[config.mk]
export PLATFORM = sky130hd
export DESIGN_NAME = instr_mt_buf
export DESIGN_NICKNAME = d
export VERILOG_FILES = /design/src/rtl/instr_pkg.sv /design/src/rtl/instr_thread_fifo.sv /design/src/rtl/instr_mt_buf.sv
export SDC_FILE = /design/constraint.sdc
export NUM_CORES = 1
export LEC_CHECK = 0
export ABC_CLOCK_PERIOD_IN_PS = 3850
export CAP_MARGIN = 10
export CORE_MARGIN = 2
export CORE_UTILIZATION = 59
export CTS_CLUSTER_SIZE = 20
export DETAILED_ROUTE_END_ITERATION = 8
export PLACE_DENSITY = 0.77
export SLEW_MARGIN = 20
export SYNTH_ARGS = -nofsm -noshare
export SYNTH_HDL_FRONTEND = slang
export SYNTH_SLANG_ARGS = --single-unit
[constraint.sdc]
create_clock -name clk -period 3.85 [get_ports clk]
set_input_delay 0.5775 -clock clk [delete_from_list [all_inputs] [get_ports clk]]
set_output_delay 0.5775 -clock clk [all_outputs]
set_load 0.05 [all_outputs]
[src/rtl/instr_pkg.sv]
// Shared types and default widths for the multi-thread instruction buffer.
// Holds the entry layout plus the round-robin index helper used by the arbiter.
package instr_pkg;

   localparam int XLEN         = 32;
   localparam int INSTR_WIDTH  = 32;
   localparam int NUM_THREADS  = 4;
   localparam int THREAD_WIDTH = $clog2(NUM_THREADS);
   localparam int DEPTH        = 4;

   typedef struct packed {
      logic [THREAD_WIDTH-1:0] thread_id;
      logic [XLEN-1:0]         pc;
      logic [INSTR_WIDTH-1:0]  instr;
   } instr_entry_t;

   // idx is at most 2*n-1, so a single conditional subtract wraps it
   function automatic int rr_wrap(input int idx, input int n);
      return (idx >= n) ? idx - n : idx;
   endfunction

endpackage

[src/rtl/instr_thread_fifo.sv]
// Single-thread synchronous FIFO; combinational head read, push/pop take effect at the edge.
// Push while full and pop while empty are ignored; flush clears pointers and count at once.
module instr_thread_fifo #(
   parameter int W     = $bits(instr_pkg::instr_entry_t),
   parameter int DEPTH = 4
) (
   input  logic                     clk,
   input  logic                     rst,
   input  logic                     push,
   input  logic                     pop,
   input  logic                     flush,
   input  logic [W-1:0]             din,
   output logic [W-1:0]             dout,
   output logic [$clog2(DEPTH):0]   count,
   output logic                     full,
   output logic                     empty
);

   localparam int AW = $clog2(DEPTH);
   localparam int CW = AW + 1;

   logic [W-1:0]  mem [DEPTH];
   logic [AW-1:0] wr_ptr;
   logic [AW-1:0] rd_ptr;
   logic          do_push;
   logic          do_pop;

   assign full    = (count == CW'(DEPTH));
   assign empty   = (count == '0);
   assign do_push = push && !full;
   assign do_pop  = pop && !empty;
   assign dout    = mem[rd_ptr];

   always_ff @(posedge clk) begin
      if (rst || flush) begin
         wr_ptr <= '0;
         rd_ptr <= '0;
         count  <= '0;
      end else begin
         if (do_push) wr_ptr <= wr_ptr + 1'b1;
         if (do_pop)  rd_ptr <= rd_ptr + 1'b1;
         count <= count + CW'(do_push) - CW'(do_pop);
      end
   end

   always_ff @(posedge clk) begin
      if (do_push && !flush && !rst) mem[wr_ptr] <= din;
   end

endmodule

[src/rtl/instr_mt_buf.sv]
// Multi-thread fetch->decode buffer: per-thread FIFOs, round-robin issue into a registered output.
// Empty-buffer latency 2 edges; per-thread in_ready from registered counts, output held while stalled or unacked.
module instr_mt_buf #(
   parameter int XLEN         = instr_pkg::XLEN,
   parameter int INSTR_WIDTH  = instr_pkg::INSTR_WIDTH,
   parameter int NUM_THREADS  = instr_pkg::NUM_THREADS,
   parameter int THREAD_WIDTH = $clog2(NUM_THREADS),
   parameter int DEPTH        = instr_pkg::DEPTH
) (
   input  logic                    clk,
   input  logic                    rst,
   input  logic                    stall_i,
   input  logic                    in_valid_i,
   input  logic [THREAD_WIDTH-1:0] in_thread_id_i,
   input  logic [XLEN-1:0]         in_pc_i,
   input  logic [INSTR_WIDTH-1:0]  in_instr_i,
   output logic [NUM_THREADS-1:0]  in_ready_o,
   input  logic [NUM_THREADS-1:0]  flush_i,
   input  logic                    decode_ack_i,
   output logic                    out_valid_o,
   output logic [THREAD_WIDTH-1:0] out_thread_id_o,
   output logic [XLEN-1:0]         out_pc_o,
   output logic [INSTR_WIDTH-1:0]  out_instr_o,
   output logic                    fifo_empty_o,
   output logic                    overflow_o
);
   import instr_pkg::*;

   localparam int CW = $clog2(DEPTH) + 1;

   typedef struct packed {
      logic [THREAD_WIDTH-1:0] thread_id;
      logic [XLEN-1:0]         pc;
      logic [INSTR_WIDTH-1:0]  instr;
   } entry_t;

   localparam int EW = $bits(entry_t);

   logic [NUM_THREADS-1:0]  push;
   logic [NUM_THREADS-1:0]  pop;
   logic [NUM_THREADS-1:0]  full;
   logic [NUM_THREADS-1:0]  empty;
   logic [NUM_THREADS-1:0]  elig;
   logic [NUM_THREADS-1:0]  nonempty_nxt;
   logic [CW-1:0]           cnt      [NUM_THREADS];
   logic [EW-1:0]           head_raw [NUM_THREADS];
   entry_t                  head     [NUM_THREADS];
   entry_t                  in_entry;
   entry_t                  out_q;
   logic                    out_vld_q;
   logic                    out_vld_nxt;
   logic                    ovf_q;
   logic                    empty_q;
   logic                    load;
   logic                    grant_vld;
   logic [THREAD_WIDTH-1:0] grant;
   logic [THREAD_WIDTH-1:0] cand;
   logic [THREAD_WIDTH-1:0] rr_q;

   assign in_entry = '{thread_id: in_thread_id_i, pc: in_pc_i, instr: in_instr_i};
   assign load     = !stall_i && (!out_vld_q || decode_ack_i);

   genvar t;
   generate
      for (t = 0; t < NUM_THREADS; t++) begin : g_thr
         // a flushed thread neither accepts the same-cycle write nor competes for the grant
         assign push[t] = in_valid_i && (int'(in_thread_id_i) == t) && !full[t] && !flush_i[t];
         assign pop[t]  = load && grant_vld && (int'(grant) == t);
         assign elig[t] = !empty[t] && !flush_i[t];
         assign head[t] = entry_t'(head_raw[t]);
         assign nonempty_nxt[t] = !flush_i[t] &&
                                  ((cnt[t] + CW'(push[t]) - CW'(pop[t])) != '0);

         instr_thread_fifo #(
            .W     (EW),
            .DEPTH (DEPTH)
         ) u_fifo (
            .clk   (clk),
            .rst   (rst),
            .push  (push[t]),
            .pop   (pop[t]),
            .flush (flush_i[t]),
            .din   (in_entry),
            .dout  (head_raw[t]),
            .count (cnt[t]),
            .full  (full[t]),
            .empty (empty[t])
         );
      end
   endgenerate

   always_comb begin
      grant_vld = 1'b0;
      grant     = rr_q;
      cand      = rr_q;
      for (int i = 1; i <= NUM_THREADS; i++) begin
         cand = THREAD_WIDTH'(rr_wrap(int'(rr_q) + i, NUM_THREADS));
         if (!grant_vld && elig[cand]) begin
            grant_vld = 1'b1;
            grant     = cand;
         end
      end
   end

   always_comb begin
      out_vld_nxt = out_vld_q;
      if (load) begin
         out_vld_nxt = grant_vld;
      end else if (out_vld_q && flush_i[out_q.thread_id]) begin
         out_vld_nxt = 1'b0;
      end
   end

   always_ff @(posedge clk) begin
      if (rst) begin
         out_vld_q <= 1'b0;
         out_q     <= '0;
         rr_q      <= THREAD_WIDTH'(NUM_THREADS - 1);
         ovf_q     <= 1'b0;
         empty_q   <= 1'b1;
      end else begin
         out_vld_q <= out_vld_nxt;
         if (load && grant_vld) begin
            out_q <= head[grant];
            rr_q  <= grant;
         end
         if (in_valid_i && full[in_thread_id_i] && !flush_i[in_thread_id_i]) ovf_q <= 1'b1;
         empty_q <= !(|nonempty_nxt) && !out_vld_nxt;
      end
   end

   assign in_ready_o      = ~full;
   assign out_valid_o     = out_vld_q;
   assign out_thread_id_o = out_q.thread_id;
   assign out_pc_o        = out_q.pc;
   assign out_instr_o     = out_q.instr;
   assign fifo_empty_o    = empty_q;
   assign overflow_o      = ovf_q;

endmodule

==> results.cfg <==
[finish]
nets = 2743
syn_to_final_growth_pct = 15.2
layout.cells.non_filler = 3771
ff_latch_area_mm2 = 0.0339
drive_above_1_share_pct = 21.6
multi_input_area_mm2 = 0.0117
n_fill_cell = 4735

[route]
drc = 0
drt-total-wl_mm = 111
vias_per_cell = 6.68
drt_iter0_markers = 3092
wl_per_cell_um = 29.4
drtAntennaViolNets = 0
num_vias = 25200
dr.pass1.iters = 7

[logic_synthesis]
synth-edff-count = 1056
synth.area.top_cells = edfxtp_1 (68%), mux4_2 (13%), dfxtp_1 (4.6%), a21boi_0 (2.0%), and3_1 (1.8%)
synth_mux_area_share_pct = 12.9
synth_top_cell_area_share_pct = 68.4
synth.yosys.seq_area_share_pct = 73.0
synth_area_per_cell_um2 = 18.9
synthesis.nets = 2563
yosys.area_share.simple_pct = 5.18
yosysTopAreaCell = edfxtp_1
synth.most_common_cell = edfxtp_1
synth_fa_ha_area_share_pct = 1.21
synthesis.instances = 2448
yosysWarnings = 0
synthDistinctLibCells = 54
synth_top_family_by_area = multiplexers
synth-xor-area-share_pct = 0.302
yosys-top-cells-count = edfxtp_1 (1056), mux4_2 (265), and3_1 (133), a21boi_0 (126), clkbuf_1 (124)
synthesis.area_mm2 = 0.0464
async_reset_ff_share_pct = 0
synth-seq-cells = 1163
synth_compound_area_share_pct = 5.52
synth_flop_cell = edfxtp_1

[worst_setup_path]
crit_path_start_kind = flip-flop
r2r-end = fifo_empty_o$_SDFF_PP1_
crit_type = reg -> reg
r2r-start = g_thr[0].u_fifo.count[1]$_SDFF_PP0_
r2r_cells = 14
startpoint = g_thr[0].u_fifo.count[1]$_SDFF_PP0_
r2r_slack_ns = 0.35
cp.arrival_ns = 4.06
end_kind = flip-flop
critPathMaxFanout = 4
timing.critical_path.required_ns = 4.41
cp-endpoint = fifo_empty_o$_SDFF_PP1_

[pwr]
power_frac_comb_pct = 2.9
power_density_mw_per_mm2 = 472
p_leak_uw = 0.0171
switchingPower_uw = 5020
total_power_uw = 25200
internal-power_uw = 20200
max-vdd-ir-drop_v = 0.000334
clkPwrFrac_pct = 42.2
swShare_pct = 19.9
pwr-share-seq_pct = 54.9

[clock_network]
cts_buffers = 112
cts.repair.resized = 0
hold_buffers = 0
clock_latency_ns = 0.67
root_buffer = clkbuf_16
htreeDepth = 3
cts_setup_buffers = 0
cts_buffer_depth = 3
path_clk_slew_ns = 0.07
cts_tree = done
cts_sinks = 1163

[timing]
finalClockSkew_ns = 0.0237
setup_viol = 0
slew_headroom_pct = 36.9
setup_tns_ns = 0
setup_ws_ns = 0.352
fmax_mhz = 286
post-route-min-period_ns = 3.50
finalHoldViolCount = 0
finalCritPeriodShare_pct = 90.9
slew_violations = 0
fin_hold_ws_ns = 0.490
grt_setup_unrepaired = false
worst_pin_slew_ns = 0.946

[global_route]
grt_use_total_pct = 27.6
met1_usage_pct = 38.5
use_met2_pct = 44.1
gr-max-usage-layer = met2
grt_pass1_vias = 25800
grt_pass1_wl_mm = 165
met3_usage_pct = 5.63
antenna_found_initial = 12
gr-total-overflow = 0
grt_start_max_net_pins = 265

[job]
drv_cap = 0

[status]
outcome = completed

[place]
io_buffer_count = 147
routabilityCongestion = 0.862
dpl.hpwl_mm = 58.7
pre_cts_slack_ns = -0.0423
place_inst = 3553

[floorplan]
core_area_mm2 = 0.0776
rows = 102
start_util_pct = 59.8
dieArea_mm2 = 0.0809
io_pins = 148
die_h_um = 284
die_x_um = 284

[worst_hold_path]
hp-class = reg -> reg
==> cell families after synthesis <==
kind of cell,count (synthesis)
flip-flops,1163
AO/OA/AOI/OAI,376
AND/OR/NAND/NOR,374
multiplexers,267
buffers and inverters,212
adder cells (fa/ha/maj),40
XOR/XNOR,16
==> routing by layer <==
metal / share of wire, % / routed length (µm)
met5: 0.077 / 85
met3: 11 / 11800
met1: 38 / 42000
met2: 48 / 53700
met4: 3.0 / 3300
==> power groups by stage <==
| stage | Sequential (µW) | Combinational (µW) | Clock, µW |
|---|---|---|---|
| 6_report | 13800 | 732 | 10600 |
| 3_5_place_dp | 14100 | 711 | 0 |
| 4_1_cts | 13800 | 716 | 10800 |
| 2_1_floorplan | 14100 | 289 | 0 |
| 3_3_place_gp | 14100 | 679 | 0 |
| 5_1_grt | 13800 | 778 | 11200 |
==> state kept, by name (all words and copies together), names as in the netlist, named ones only <==
register and count:
out_pc_o 32, overflow_o 1, out_thread_id_o 2, g_thr.u_fifo.rd_ptr 8, g_thr.u_fifo.mem 1056, out_valid_o 1
rr_q 2, out_instr_o 32, g_thr.u_fifo.wr_ptr 8, g_thr.u_fifo.count 12, fifo_empty_o 1
==> placed cells by master, fill, tap and decap left out, types with 8 or more instances in the layout <==
cell	instances
nor3b_2	18
buf_4	42
o32ai_1	66
and2_4	17
inv_1	42
clkbuf_8	17
o21ai_0	71
dfxtp_1	99
nor3b_1	49
nor3_1	8
a21oi_1	80
clkbuf_1	29
and2_1	76
nor2_1	37
a21boi_0	126
buf_12	46
and3_1	133
edfxtp_1	1056
nand2_1	13
clkinv_2	25
fa_1	8
clkbuf_16	115
dfxtp_4	8
xnor2_1	9
mux4_2	265
ha_1	32
clkdlybuf4s50_1	146
clkinv_1	14
==> final cells by class <==
class	count	share of cell area, %
Clock buffer	161	6.03
Timing Repair Buffer	236	5.12
Antenna cell	6	0.0281
Clock inverter	50	0.733
Sequential cell	1163	63.4
Multi-Input combinational cell	1073	21.9
Tap cell	1040	2.44
Inverter	42	0.295
==> worst max-delay path: stages, from the launching register on <==
cell     delay, ns
dfxtp_1       0.34
nor3_1        0.47
nor2_1        0.13
o41a_2        0.54
o21ai_1       0.20
nor2_1        0.10
ha_1          0.28
inv_1         0.04
ha_1          0.18
fa_1          0.41
xnor2_1       0.18
nor3_1        0.07
o22ai_1       0.15
nor2_1        0.07
a31o_2        0.24
==> worst min-delay path by stage <==
stage / startpoint / endpoint / depth (start not counted)
after global placement: overflow_o$_SDFFE_PP0P_ / overflow_o$_SDFFE_PP0P_ / 2
after global routing: rst / overflow_o$_SDFFE_PP0P_ / 2
after detailed placement: overflow_o$_SDFFE_PP0P_ / overflow_o$_SDFFE_PP0P_ / 2
after CTS: rst / overflow_o$_SDFFE_PP0P_ / 2
final: overflow_o$_SDFFE_PP0P_ / overflow_o$_SDFFE_PP0P_ / 2
after floorplan: g_thr[0].u_fifo.wr_ptr[1]$_SDFFE_PP0P_ / g_thr[0].u_fifo.wr_ptr[1]$_SDFFE_PP0P_ / 2
==> through the flow <==
stage	area (µm²)	utilization, %
floorplan	46400	-
global placement	49800	64.1
detailed placement	49800	64.1
CTS	53400	68.8
global route	53400	68.8
finish	53400	68.8
Power figures use the tool's default switching activity.
